--- src/rtl/cdc_handshake_tx_if.sv ---
// Bus bundle for the source-domain end of a toggle req/ack crossing.
// master: the transmitter block (drives src_ready and the xfer_* outputs).
// slave : the surrounding logic (local source, far-domain ack, error clear).
interface cdc_handshake_tx_if #(
  parameter int WIDTH = 32
);
  logic             src_valid;
  logic [WIDTH-1:0] src_data;
  logic             src_ready;
  logic [WIDTH-1:0] xfer_data;
  logic             xfer_req;
  logic             xfer_ack;
  logic             xfer_done;
  logic             err_clr;
  logic             timeout_err;
  logic [15:0]      xfer_count;

  modport master (
    input  src_valid,
    input  src_data,
    input  xfer_ack,
    input  err_clr,
    output src_ready,
    output xfer_data,
    output xfer_req,
    output xfer_done,
    output timeout_err,
    output xfer_count
  );

  modport slave (
    output src_valid,
    output src_data,
    output xfer_ack,
    output err_clr,
    input  src_ready,
    input  xfer_data,
    input  xfer_req,
    input  xfer_done,
    input  timeout_err,
    input  xfer_count
  );
endinterface

--- src/rtl/cdc_handshake_tx.sv ---
// Source-domain end of a toggle req/ack handshake. A word accepted from the
// local valid/ready source is parked on xfer_data, announced by toggling
// xfer_req, and released when the synchronised xfer_ack toggle matches the
// request phase. Every output comes straight from a flop so the far domain
// never sees a glitch on the quasi-static data or the request toggle.
module cdc_handshake_tx #(
  parameter int WIDTH       = 32,
  parameter int SYNC_STAGES = 2,
  parameter int TIMEOUT     = 1024
) (
  input logic                i_clk,
  input logic                i_rst_n,
  cdc_handshake_tx_if.master bus
);

  // Synchroniser depth is held to the legal 2..4 range so a bad override
  // still yields a working crossing instead of an unsynchronised ack.
  localparam int SYNC_N = (SYNC_STAGES < 2) ? 2 :
                          ((SYNC_STAGES > 4) ? 4 : SYNC_STAGES);

  // Timer must be able to hold TIMEOUT itself, since it saturates there.
  localparam int              TMR_W   = (TIMEOUT < 1) ? 1 : $clog2(TIMEOUT + 1);
  localparam logic [TMR_W-1:0] TMR_SAT = TMR_W'(TIMEOUT);
  localparam logic [TMR_W-1:0] TMR_SET = (TIMEOUT < 1) ? '0 : TMR_W'(TIMEOUT - 1);
  localparam bit              TMO_EN  = (TIMEOUT > 0);

  typedef enum logic {
    IDLE     = 1'b0,
    WAIT_ACK = 1'b1
  } state_t;

  state_t           r_state;
  logic             r_src_ready;
  logic [WIDTH-1:0] r_xfer_data;
  logic             r_xfer_req;
  logic             r_xfer_done;
  logic             r_timeout_err;
  logic [15:0]      r_xfer_count;
  logic [TMR_W-1:0] r_timer;
  logic [SYNC_N-1:0] r_ack_sync;

  logic w_ack_s;
  logic w_ack_match;
  logic w_accept;

  // Ack synchroniser: shift the asynchronous toggle through SYNC_N flops.
  always_ff @(posedge i_clk or negedge i_rst_n) begin
    if (!i_rst_n) begin
      r_ack_sync <= '0;
    end else begin
      r_ack_sync <= {r_ack_sync[SYNC_N-2:0], bus.xfer_ack};
    end
  end

  assign w_ack_s     = r_ack_sync[SYNC_N-1];
  // Phases equal means the receiver has consumed the outstanding word.
  assign w_ack_match = (w_ack_s == r_xfer_req);
  assign w_accept    = r_src_ready & bus.src_valid;

  // Handshake FSM with all outputs registered; timeout set is written last so
  // it overrides a coincident err_clr.
  always_ff @(posedge i_clk or negedge i_rst_n) begin
    if (!i_rst_n) begin
      r_state       <= IDLE;
      r_src_ready   <= 1'b0;
      r_xfer_data   <= '0;
      r_xfer_req    <= 1'b0;
      r_xfer_done   <= 1'b0;
      r_timeout_err <= 1'b0;
      r_xfer_count  <= 16'd0;
      r_timer       <= '0;
    end else begin
      r_xfer_done <= 1'b0;
      if (bus.err_clr) begin
        r_timeout_err <= 1'b0;
      end
      case (r_state)
        IDLE: begin
          // A stray ack toggle here is ignored: only an accept moves state.
          if (w_accept) begin
            r_xfer_data <= bus.src_data;
            r_xfer_req  <= ~r_xfer_req;
            r_src_ready <= 1'b0;
            r_timer     <= '0;
            r_state     <= WAIT_ACK;
          end else begin
            r_src_ready <= 1'b1;
          end
        end
        WAIT_ACK: begin
          if (w_ack_match) begin
            r_state      <= IDLE;
            r_src_ready  <= 1'b1;
            r_xfer_done  <= 1'b1;
            r_xfer_count <= r_xfer_count + 16'd1;
          end else begin
            if (r_timer != TMR_SAT) begin
              r_timer <= r_timer + 1'b1;
            end
            if (TMO_EN && (r_timer == TMR_SET)) begin
              r_timeout_err <= 1'b1;
            end
          end
        end
        default: begin
          r_state <= IDLE;
        end
      endcase
    end
  end

  assign bus.src_ready   = r_src_ready;
  assign bus.xfer_data   = r_xfer_data;
  assign bus.xfer_req    = r_xfer_req;
  assign bus.xfer_done   = r_xfer_done;
  assign bus.timeout_err = r_timeout_err;
  assign bus.xfer_count  = r_xfer_count;

endmodule

--- src/flat_wrapper.sv ---
// flat-port wrapper written by rule: the top's interface ports become plain ports
module cdc_handshake_tx_flat 
#(
  parameter int WIDTH       = 32,
  parameter int SYNC_STAGES = 2,
  parameter int TIMEOUT     = 1024
)
  (i_clk, i_rst_n, bus_src_valid, bus_src_data, bus_xfer_ack, bus_err_clr, bus_src_ready, bus_xfer_data, bus_xfer_req, bus_xfer_done, bus_timeout_err, bus_xfer_count);
  cdc_handshake_tx_if #(.WIDTH(WIDTH)) bus_i ();
  input logic i_clk;
  input logic i_rst_n;
  input wire logic [$bits(bus_i.src_valid)-1:0] bus_src_valid;
  input wire logic [$bits(bus_i.src_data)-1:0] bus_src_data;
  input wire logic [$bits(bus_i.xfer_ack)-1:0] bus_xfer_ack;
  input wire logic [$bits(bus_i.err_clr)-1:0] bus_err_clr;
  output wire logic [$bits(bus_i.src_ready)-1:0] bus_src_ready;
  output wire logic [$bits(bus_i.xfer_data)-1:0] bus_xfer_data;
  output wire logic [$bits(bus_i.xfer_req)-1:0] bus_xfer_req;
  output wire logic [$bits(bus_i.xfer_done)-1:0] bus_xfer_done;
  output wire logic [$bits(bus_i.timeout_err)-1:0] bus_timeout_err;
  output wire logic [$bits(bus_i.xfer_count)-1:0] bus_xfer_count;
  assign bus_i.src_valid = bus_src_valid;
  assign bus_i.src_data = bus_src_data;
  assign bus_i.xfer_ack = bus_xfer_ack;
  assign bus_i.err_clr = bus_err_clr;
  assign bus_src_ready = bus_i.src_ready;
  assign bus_xfer_data = bus_i.xfer_data;
  assign bus_xfer_req = bus_i.xfer_req;
  assign bus_xfer_done = bus_i.xfer_done;
  assign bus_timeout_err = bus_i.timeout_err;
  assign bus_xfer_count = bus_i.xfer_count;
  cdc_handshake_tx #(.WIDTH(WIDTH), .SYNC_STAGES(SYNC_STAGES), .TIMEOUT(TIMEOUT)) u_core (.i_clk(i_clk), .i_rst_n(i_rst_n), .bus(bus_i));
endmodule
--- config.mk ---
export PLATFORM = sky130hd
export DESIGN_NAME = cdc_handshake_tx_flat
export DESIGN_NICKNAME = d
export VERILOG_FILES = /design/src/rtl/cdc_handshake_tx_if.sv /design/src/rtl/cdc_handshake_tx.sv /design/src/flat_wrapper.sv
export SDC_FILE = /design/constraint.sdc
export NUM_CORES = 1
export LEC_CHECK = 0
export CAP_MARGIN = 10
export CORE_MARGIN = 1.5
export CORE_UTILIZATION = 49
export CTS_CLUSTER_DIAMETER = 100
export DETAILED_ROUTE_END_ITERATION = 8
export PLACE_DENSITY = 0.8
export SYNTH_ARGS = -nofsm -noshare
export SYNTH_HDL_FRONTEND = slang
export SYNTH_SLANG_ARGS = --single-unit
--- constraint.sdc ---
create_clock -name i_clk -period 2.7 [get_ports i_clk]
set_clock_uncertainty 0.1 [all_clocks]
set_input_delay 0.675 -clock i_clk [delete_from_list [all_inputs] [get_ports i_clk]]
set_output_delay 0.675 -clock i_clk [all_outputs]
set_load 0.01 [all_outputs]
# Yosys cells after proc, flatten, opt, wreduce, memory -nomap -nowiden
# Index checks and enable logic that the tools add are counted.
[word_totals] output_inout_bits=52 in_bits=37 ff_bits=66
[classes] addsub=2 bitwise_logic=3 n_reduce_logical=3 eq_ne=7 muxes=16
[ops] operator="11-bit two-way mux" count=3
[ops] operator="11-bit one-hot mux with 2 select lines" count=1
[ops] operator="16-bit by 1-bit adder with 16-bit output (second input constant)" count=1
[ops] operator="11-bit by 1-bit adder with 11-bit output (second input constant)" count=1
[ops] operator="11-bit by 10-bit equality test with 1-bit output (second input constant)" count=1
[ops] operator="11-bit != test (second input constant)" count=1
[ops] operator="1-bit two-way mux" count=10
[ops] operator="2-bit != test (second input constant)" count=3
[ops] operator="1-bit one-hot mux with 2 select lines" count=2
[ops] operator="2-bit AND reduction" count=2
[ops] operator="3-bit AND reduction" count=1
[ops] operator="2-bit by 1-bit != test with 1-bit output (second input constant)" count=1
[ops] operator="1-bit inverter" count=2
[ops] operator="1-bit AND" count=1
[ops] operator="1-bit equality test" count=1

# Longest topological paths before layout
# Gate-level depths: netlist of the first run.
[logic_depth] word_depth=4 depth_mapped=6

# Worst setup path after synthesis of the first run
# OpenSTA, ideal clock, no wires.
[synth_path] path_kind="in2reg" startpoint="input port bus_src_valid" endpoint="register u_core.r_timer[4]" stages=5 arrival_time_ps=1608 slack_ps=871 required_time_ps=2478 setup_time_ps=122 path_cell_list="and3b_2 > a21oi_2 > inv_2 > and2_1 > a32o_1"
[synth_between] elab_chain_cells=3
[synth_lines] element="from (decl)" line="flat_wrapper.sv:12" text="input wire logic [$bits(bus_i.src_valid)-1:0] bus_src_valid;"
[synth_lines] element="1-bit AND" line="cdc_handshake_tx.sv:58" text="assign w_accept = r_src_ready & bus.src_valid;"
[synth_lines] element="2-bit by 1-bit != test with 1-bit output (no source line)"
[synth_lines] element="3-bit AND reduction (no source line)"
[synth_lines] element="to (signal assigned)" line="cdc_handshake_tx.sv:98" text="r_timer <= r_timer + 1'b1;"
[synth_lines] element="to (decl)" line="cdc_handshake_tx.sv:39" text="logic [TMR_W-1:0] r_timer;"
# Every way passes these cells.
# A chain may end at the register's enable or synchronous reset.

# Worst setup path after layout of the first run
[layout_path] startpoint="register u_core.r_xfer_req (netlist: u_core.bus.xfer_req)" endpoint="output port bus_xfer_req"
[layout_lines] element="from (decl)" line="cdc_handshake_tx.sv:35" text="logic r_xfer_req;"
[layout_lines] element="from (signal assigned)" line="cdc_handshake_tx.sv:82" text="r_xfer_req <= ~r_xfer_req;"
[layout_lines] element="to (decl)" line="flat_wrapper.sv:18" text="output wire logic [$bits(bus_i.xfer_req)-1:0] bus_xfer_req;"
# No word-level cell between the ends.

==> results of run 1 <==
## cell type report
type	count	area (sq um)
flip-flops and latches	66	1650
inverters	7	26.3
well taps	72	90.1
clock inverters	4	50.0
clock buffers	12	155
multi-input cells	198	1060
fillers	418	1550
repair buffers	92	918
## cells in the mapped netlist (2+ instances only)
cell | count | area share
xor2_1 | 8 | 0.025
nor4b_1 | 2 | 0.0063
and2_1 | 2 | 0.0045
o21ai_0 | 3 | 0.0054
o31ai_1 | 2 | 0.0054
nor3_1 | 4 | 0.0072
nand3_1 | 11 | 0.020
clkbuf_1 | 5 | 0.0067
nor4_1 | 4 | 0.0090
and3_1 | 2 | 0.0045
dfrtp_1 | 66 | 0.59
a21oi_1 | 4 | 0.0072
nand4_1 | 6 | 0.013
inv_1 | 6 | 0.0081
xnor2_1 | 9 | 0.028
mux2i_1 | 3 | 0.011
ha_1 | 3 | 0.013
o2bb2ai_1 | 2 | 0.0063
nand2b_1 | 4 | 0.0090
nand2_1 | 106 | 0.14
or4_1 | 2 | 0.0054
nor2_1 | 7 | 0.0094
## per-stage QoR
| stage | setup WS (ns) | area [sq um] | power [W] | utilization | std cells |
|---|---|---|---|---|---|
| 2_1_floorplan | 0.871 | 2780 | 0.00220 | - | 279 |
| 3_3_place_gp | 0.299 | 3750 | 0.00295 | 0.681 | 435 |
| 3_5_place_dp | 0.253 | 3750 | 0.00300 | 0.681 | 435 |
| 4_1_cts | 0.537 | 3950 | 0.00385 | 0.718 | 451 |
| 5_1_grt | 0.495 | 3950 | 0.00406 | 0.718 | 451 |
| 6_report | 0.556 | 3950 | 0.00381 | 0.718 | 451 |
## sequential cells by signal, summed over array words and instances (netlist names)
signal	cells
u_core.r_ack_sync	2
u_core.bus.xfer_data	32
u_core.r_state	1
u_core.bus.xfer_count	16
u_core.bus.xfer_done	1
u_core.bus.xfer_req	1
u_core.r_timer	11
u_core.bus.src_ready	1
u_core.bus.timeout_err	1
## report_power, final
group / internal (W) / total (W) / switching, W
sequential: 0.00130 / 0.00153 / 0.000230
combinational: 0.000765 / 0.00145 / 0.000681
clock: 0.000476 / 0.000836 / 0.000360
## logic make-up after synthesis
logic type	synth area share
AO/OA/AOI/OAI	0.0432
multiplexers	0.0148
flip-flops	0.594
buffers and inverters	0.0247
AND/OR/NAND/NOR	0.251
XOR/XNOR	0.0594
adder cells (fa/ha/maj)	0.0135
## metal layers
layer / GRT usage / vias to the layer above / wire length, um
met5: 0 / - / 0
met4: 0.0911 / 0 / 87
met3: 0.0628 / 10 / 384
met2: 0.343 / 73 / 2860
met1: 0.271 / 1092 / 2620
li1: - / 1121 / -
## worst paths after layout
| kind | startpoint | to | slack (ns) | depth (start not counted) |
|---|---|---|---|---|
| min reg2reg | u_core.r_ack_sync[0]$_DFF_PN0_ | u_core.r_ack_sync[1]$_DFF_PN0_ | 0.26 | 0 |
| min in group i_clk | u_core.r_ack_sync[0]$_DFF_PN0_ | u_core.r_ack_sync[1]$_DFF_PN0_ | 0.26 | 0 |
| max | u_core.bus.xfer_req$_DFFE_PN0P_ | bus_xfer_req | 0.56 | 1 |
| min | i_rst_n | u_core.bus.xfer_count[12]$_DFFE_PN0P_ | 0.20 | 1 |
| max reg2reg | u_core.r_state$_DFF_PN0_ | u_core.r_timer[4]$_DFFE_PN0P_ | 0.77 | 5 |
| max in group asynchronous | i_rst_n | u_core.bus.xfer_data[31]$_DFFE_PN0P_ | 1.70 | 2 |
==> results by group, run 1 <==
Outcome
  • Status: finished clean

Yosys
  • Post-synth ARST share: 1.00
  • Syn avg cell area: 9.97 sq um
  • Yosys reg bits: 66
  • Cell area after synthesis: 2780 sq um
  • Cells after synthesis: 279
  • Yosys warning total: 0
  • Ys flop type: dfrtp_1
  • Netlist cell types: 40
  • Post-synth EDFFs: 0
  • Syn nets: 319
  • Sequential fraction of the synthesis area: 0.594

Floorplan
  • Initial Utilization: 0.505
  • Die Width: 78.4 um
  • Core Area: 5510 sq um
  • Die ar.: 6140 sq um
  • FP Rows: 27
  • IO Pins: 89
  • DIE HEIGHT: 78.4 um

Detailed routing
  • Routed WL: 5950 um
  • Initial DRC Count: 140
  • Antenna Nets Post-Route: 0
  • Drt via density: 5.09
  • Vias: 2296
  • Wirelength per Cell: 13.2 um
  • DRC viols: 0
  • Total iterations of the first detailed-routing run: 4

Cells and area
  • Most frequent cells in the layout: 106 x nand2_1, 87 x clkdlybuf4s50_1, 66 x dfrtp_1
  • # nets final: 414
  • Fraction of layout cells with a size suffix above 1: 0.0739
  • Ant. Diodes: 0
  • Syn-to-layout area delta: 42.1%
  • Most common cell after layout, fill and taps aside: nand2_1

Clock network
  • CTS tree: built
  • Clk buf depth: 2
  • Max H-tree Level: 3
  • Clock root buffer: clkbuf_8
  • # clock sinks: 66
  • Post-CTS sizing: 0
  • Skew-Pair Late Insertion Delay: 0.33 ns
  • Postcts setup bufs: 0
  • Clock-pin slew on the worst setup and hold paths: 0.07 ns
  • Num CTS Buffers: 9
  • # hold bufs at CTS: 0

GRT
  • Largest net degree at the start of global routing: 46
  • First-pass GRT wire length: 10300 um
  • Initial antenna violation count: 0
  • Global route overflow: 0
  • Number of global-route vias before repair: 2279
  • Total global-route track usage: 0.214

STA
  • Rel. slew slack: 0.676
  • RSZ-0062 raised after global routing: false
  • Slew at the pin closest to its max-slew limit: 0.486 ns
  • Crit path time final: 2.14 ns
  • Final TNS setup: 0 ns
  • Final setup vio count: 0
  • Worst Hold Slack: 0.202 ns
  • Maximum clock rate: 466 MHz
  • Final Hold Fails: 0
  • Period utilization: 0.794
  • Slew Limit Fails: 0

Worst setup path
  • CP Launch Type: flop
  • Peak fanout along the critical path: 4
  • Crit path largest cell delay: 0.59 ns
  • Critical path cell sequence: clkdlybuf4s50_1
  • Buffers & Inverters on Critical Path: 1
  • Crit path kind: flop to output port
  • CP max stage cell: clkdlybuf4s50_1
  • WP data required: 1.92 ns
  • Cell family with most CP delay: buffers and inverters
  • Critical Path AT: 1.37 ns
  • Crit end category: output port

Placed design
  • Buffers on Ports: 88
  • Detailed placement HPWL: 4260 um
  • Gpl congestion: 0.816

Power
  • P_leak: 1.87 nW
  • Cell Pwr Density: 963 nW/um^2
  • Max VDD drop: 0.577 mV

Job
  • Max_cap viols: 0

Hold path
  • Hold Crit Class: input pin to asynchronous set/reset pin
No activity file was read; power rests on OpenSTA's default activity.
==> inputs of run 2 (changes only) <==
- CORE_UTILIZATION: 49 -> 41
- PLACE_DENSITY: 0.8 -> 0.71
- clock period: 2.7 -> 1.7 ns (I/O delays scaled with it)
==> run 2 against run 1 <==
Compared with the run above:
- the run now ends with DRC, setup timing left
- hold slack better by 0.047 ns
- core utilization is 3.8 points lower
- setup slack worse by 0.64 ns
- register-to-register slack worse by 0.85 ns
- routed wire length is 11% higher
- non-clock buffer count is 40 higher
- first-iteration DRC count is 7.1% lower
- combinational power is 79% higher
- via count is 6.3% higher
- sequential cell count stayed put
- total power is 68% higher
- largest cell class unchanged
==> results by group, run 2 (synthesis gave the netlist of run 1 again) <==
GRT
  • Largest net degree at the start of global routing: 67
  • Initial antenna violation count: 0
  • Global route overflow: 0
  • First-pass GRT wire length: 11100 um
  • Number of global-route vias before repair: 2410
  • Total global-route track usage: 0.193

Clock network
  • Clock-pin slew on the worst setup and hold paths: 0.08 ns
  • Skew-Pair Late Insertion Delay: 0.34 ns
  • CTS tree: built
  • Max H-tree Level: 3
  • Clock root buffer: clkbuf_8
  • Clk buf depth: 2
  • # clock sinks: 66
  • Num CTS Buffers: 9

Power
  • Net Sw Frac: 0.349
  • Clk pwr share: 0.231
  • Cell Pwr Density: 1460 nW/um^2
  • P_leak: 2.26 nW
  • Reg power frac: 0.363
  • Psw: 0.00224 W
  • Max VDD drop: 0.828 mV
  • Design Power: 0.00641 W
  • Power Internal: 0.00417 W
  • Combinational Power Share: 0.406

Detailed routing
  • Routed WL: 6620 um
  • Initial DRC Count: 130
  • Drt via density: 4.92
  • Antenna Nets Post-Route: 0
  • Wirelength per Cell: 13.3 um
  • Vias: 2441
  • Total iterations of the first detailed-routing run: 9
  • DRC viols: 3

Cells and area
  • Most frequent cells in the layout: 106 x nand2_1, 65 x dfrtp_1, 51 x dlygate4sd2_1
  • Fin area: 4390 sq um
  • Fraction of layout cells with a size suffix above 1: 0.210
  • Most common cell after layout, fill and taps aside: nand2_1
  • # fillers: 526
  • Syn-to-layout area delta: 57.8%
  • Ant. Diodes: 0
  • # nets final: 454
  • Max reg flops: 32

Floorplan
  • IO Pins: 89
  • Initial Utilization: 0.431
  • Core Area: 6460 sq um
  • Die ar.: 7290 sq um
  • Die Width: 85.4 um
  • FP Rows: 29
  • DIE HEIGHT: 85.4 um

STA
  • Slew Limit Fails: 0
  • Crit path time final: 1.78 ns
  • RSZ-0062 raised after global routing: true
  • Final TNS setup: -0.117 ns
  • Maximum clock rate: 561 MHz
  • Slew at the pin closest to its max-slew limit: 0.357 ns
  • Final setup vio count: 3
  • Final Hold Fails: 0
  • Worst Hold Slack: 0.249 ns
  • Rel. slew slack: 0.759
  • Period utilization: 1.05
  • Final setup margin: -0.0841 ns

Worst setup path
  • Crit path kind: flop to flop
  • Critical path cell sequence: nor4b_1, nand4_1, buf_4, and2_4, a32o_1
  • CP max stage cell: dfrtp_1
  • Buffers & Inverters on Critical Path: 1
  • Crit path largest cell delay: 0.40 ns
  • Peak fanout along the critical path: 4
  • Critical Path AT: 1.92 ns
  • Cell family with most CP delay: simple AND/OR/NAND/NOR gates
  • CP Launch Type: flop
  • Crit end category: flop
  • WP data required: 1.84 ns

Outcome
  • Status: finished with violations
  • Failing checks: DRC, setup timing

Placed design
  • Gpl congestion: 0.852
  • Detailed placement HPWL: 4400 um
  • Buffers on Ports: 88
  • Cell Area, Placed: 3920 sq um

Job
  • Max_cap viols: 0

Hold path
  • Hold Crit Class: flop to flop
run 2: changes by cell type in the layout (fill, tap and decap cells not counted), moves of 3 or more:
cell | previous run | this run
dlygate4sd2_1 | 0 | 51
buf_4 | 3 | 39
nand3_1 | 11 | 8
nor4_1 | 4 | 0
nor4_2 | 0 | 4
buf_6 | 0 | 3
clkdlybuf4s50_1 | 87 | 35
run 2: cell type report:
type	instances	area, sq um	share of cell area
multi-input combinational	198	1220	0.278
clock buffer	9	124	0.0282
timing repair buffer	132	1170	0.266
clock inverter	7	100	0.0228
tap	77	96.3	0.0219
inverter	7	26.3	0.00598
sequential	66	1650	0.376
run 2: power by group through the flow:
stage	clock, W	combinational (W)	sequential [W]
CTS	0.00152	0.00247	0.00232
finish	0.00148	0.00260	0.00232
global placement	0	0.00257	0.00237
detailed placement	0	0.00260	0.00238
global route	0.00158	0.00289	0.00239
floorplan	0	0.000905	0.00259
run 2: routing by layer:
layer  GRT usage  share of wire  wire length, um  vias up
li1            -              -                -     1199
met1       0.255           0.43             2860     1141
met2       0.283           0.45             2980       90
met3      0.0768          0.097              639       11
met4      0.0850          0.021              139        0
met5           0              0                0        -
run 2: final timing paths:
| kind | cells past startpoint | slack, ns | startpoint | to |
|---|---|---|---|---|
| setup / recovery | 5 | -0.08 | u_core.r_timer[5]$_DFFE_PN0P_ | u_core.r_timer[4]$_DFFE_PN0P_ |
| setup reg to reg | 5 | -0.08 | u_core.r_timer[5]$_DFFE_PN0P_ | u_core.r_timer[4]$_DFFE_PN0P_ |
| min in group asynchronous | 3 | 0.53 | i_rst_n | u_core.bus.xfer_data[22]$_DFFE_PN0P_ |
| hold / removal | 0 | 0.25 | u_core.r_ack_sync[0]$_DFF_PN0_ | u_core.r_ack_sync[1]$_DFF_PN0_ |
| max in group asynchronous | 3 | 0.68 | i_rst_n | u_core.r_ack_sync[1]$_DFF_PN0_ |
| hold reg to reg | 0 | 0.25 | u_core.r_ack_sync[0]$_DFF_PN0_ | u_core.r_ack_sync[1]$_DFF_PN0_ |
run 2: worst register-to-register path: cells and delay by family, from the launching register on:
family	cells	cell delay, ns
AND/OR/NAND/NOR	3	0.74
flip-flops	1	0.40
buffers and inverters	1	0.20
AO/OA/AOI/OAI	1	0.24
run 2: what timing repair did:
item	CTS	global route
setup endpoints to repair	59	20
pin swaps	4	12
endpoints found under the hold margin	3	0
resized for setup	62	23
hold buffers	1	0
buffers inserted	13	4
run 2: metrics by stage:
stage               setup WS [ns]  std cells  utilization
floorplan                  0.0101        279            -
global placement           -0.297        462        0.607
detailed placement         -0.335        462        0.607
CTS                       -0.0337        492        0.656
global route               -0.212        496        0.680
finish                    -0.0841        496        0.680
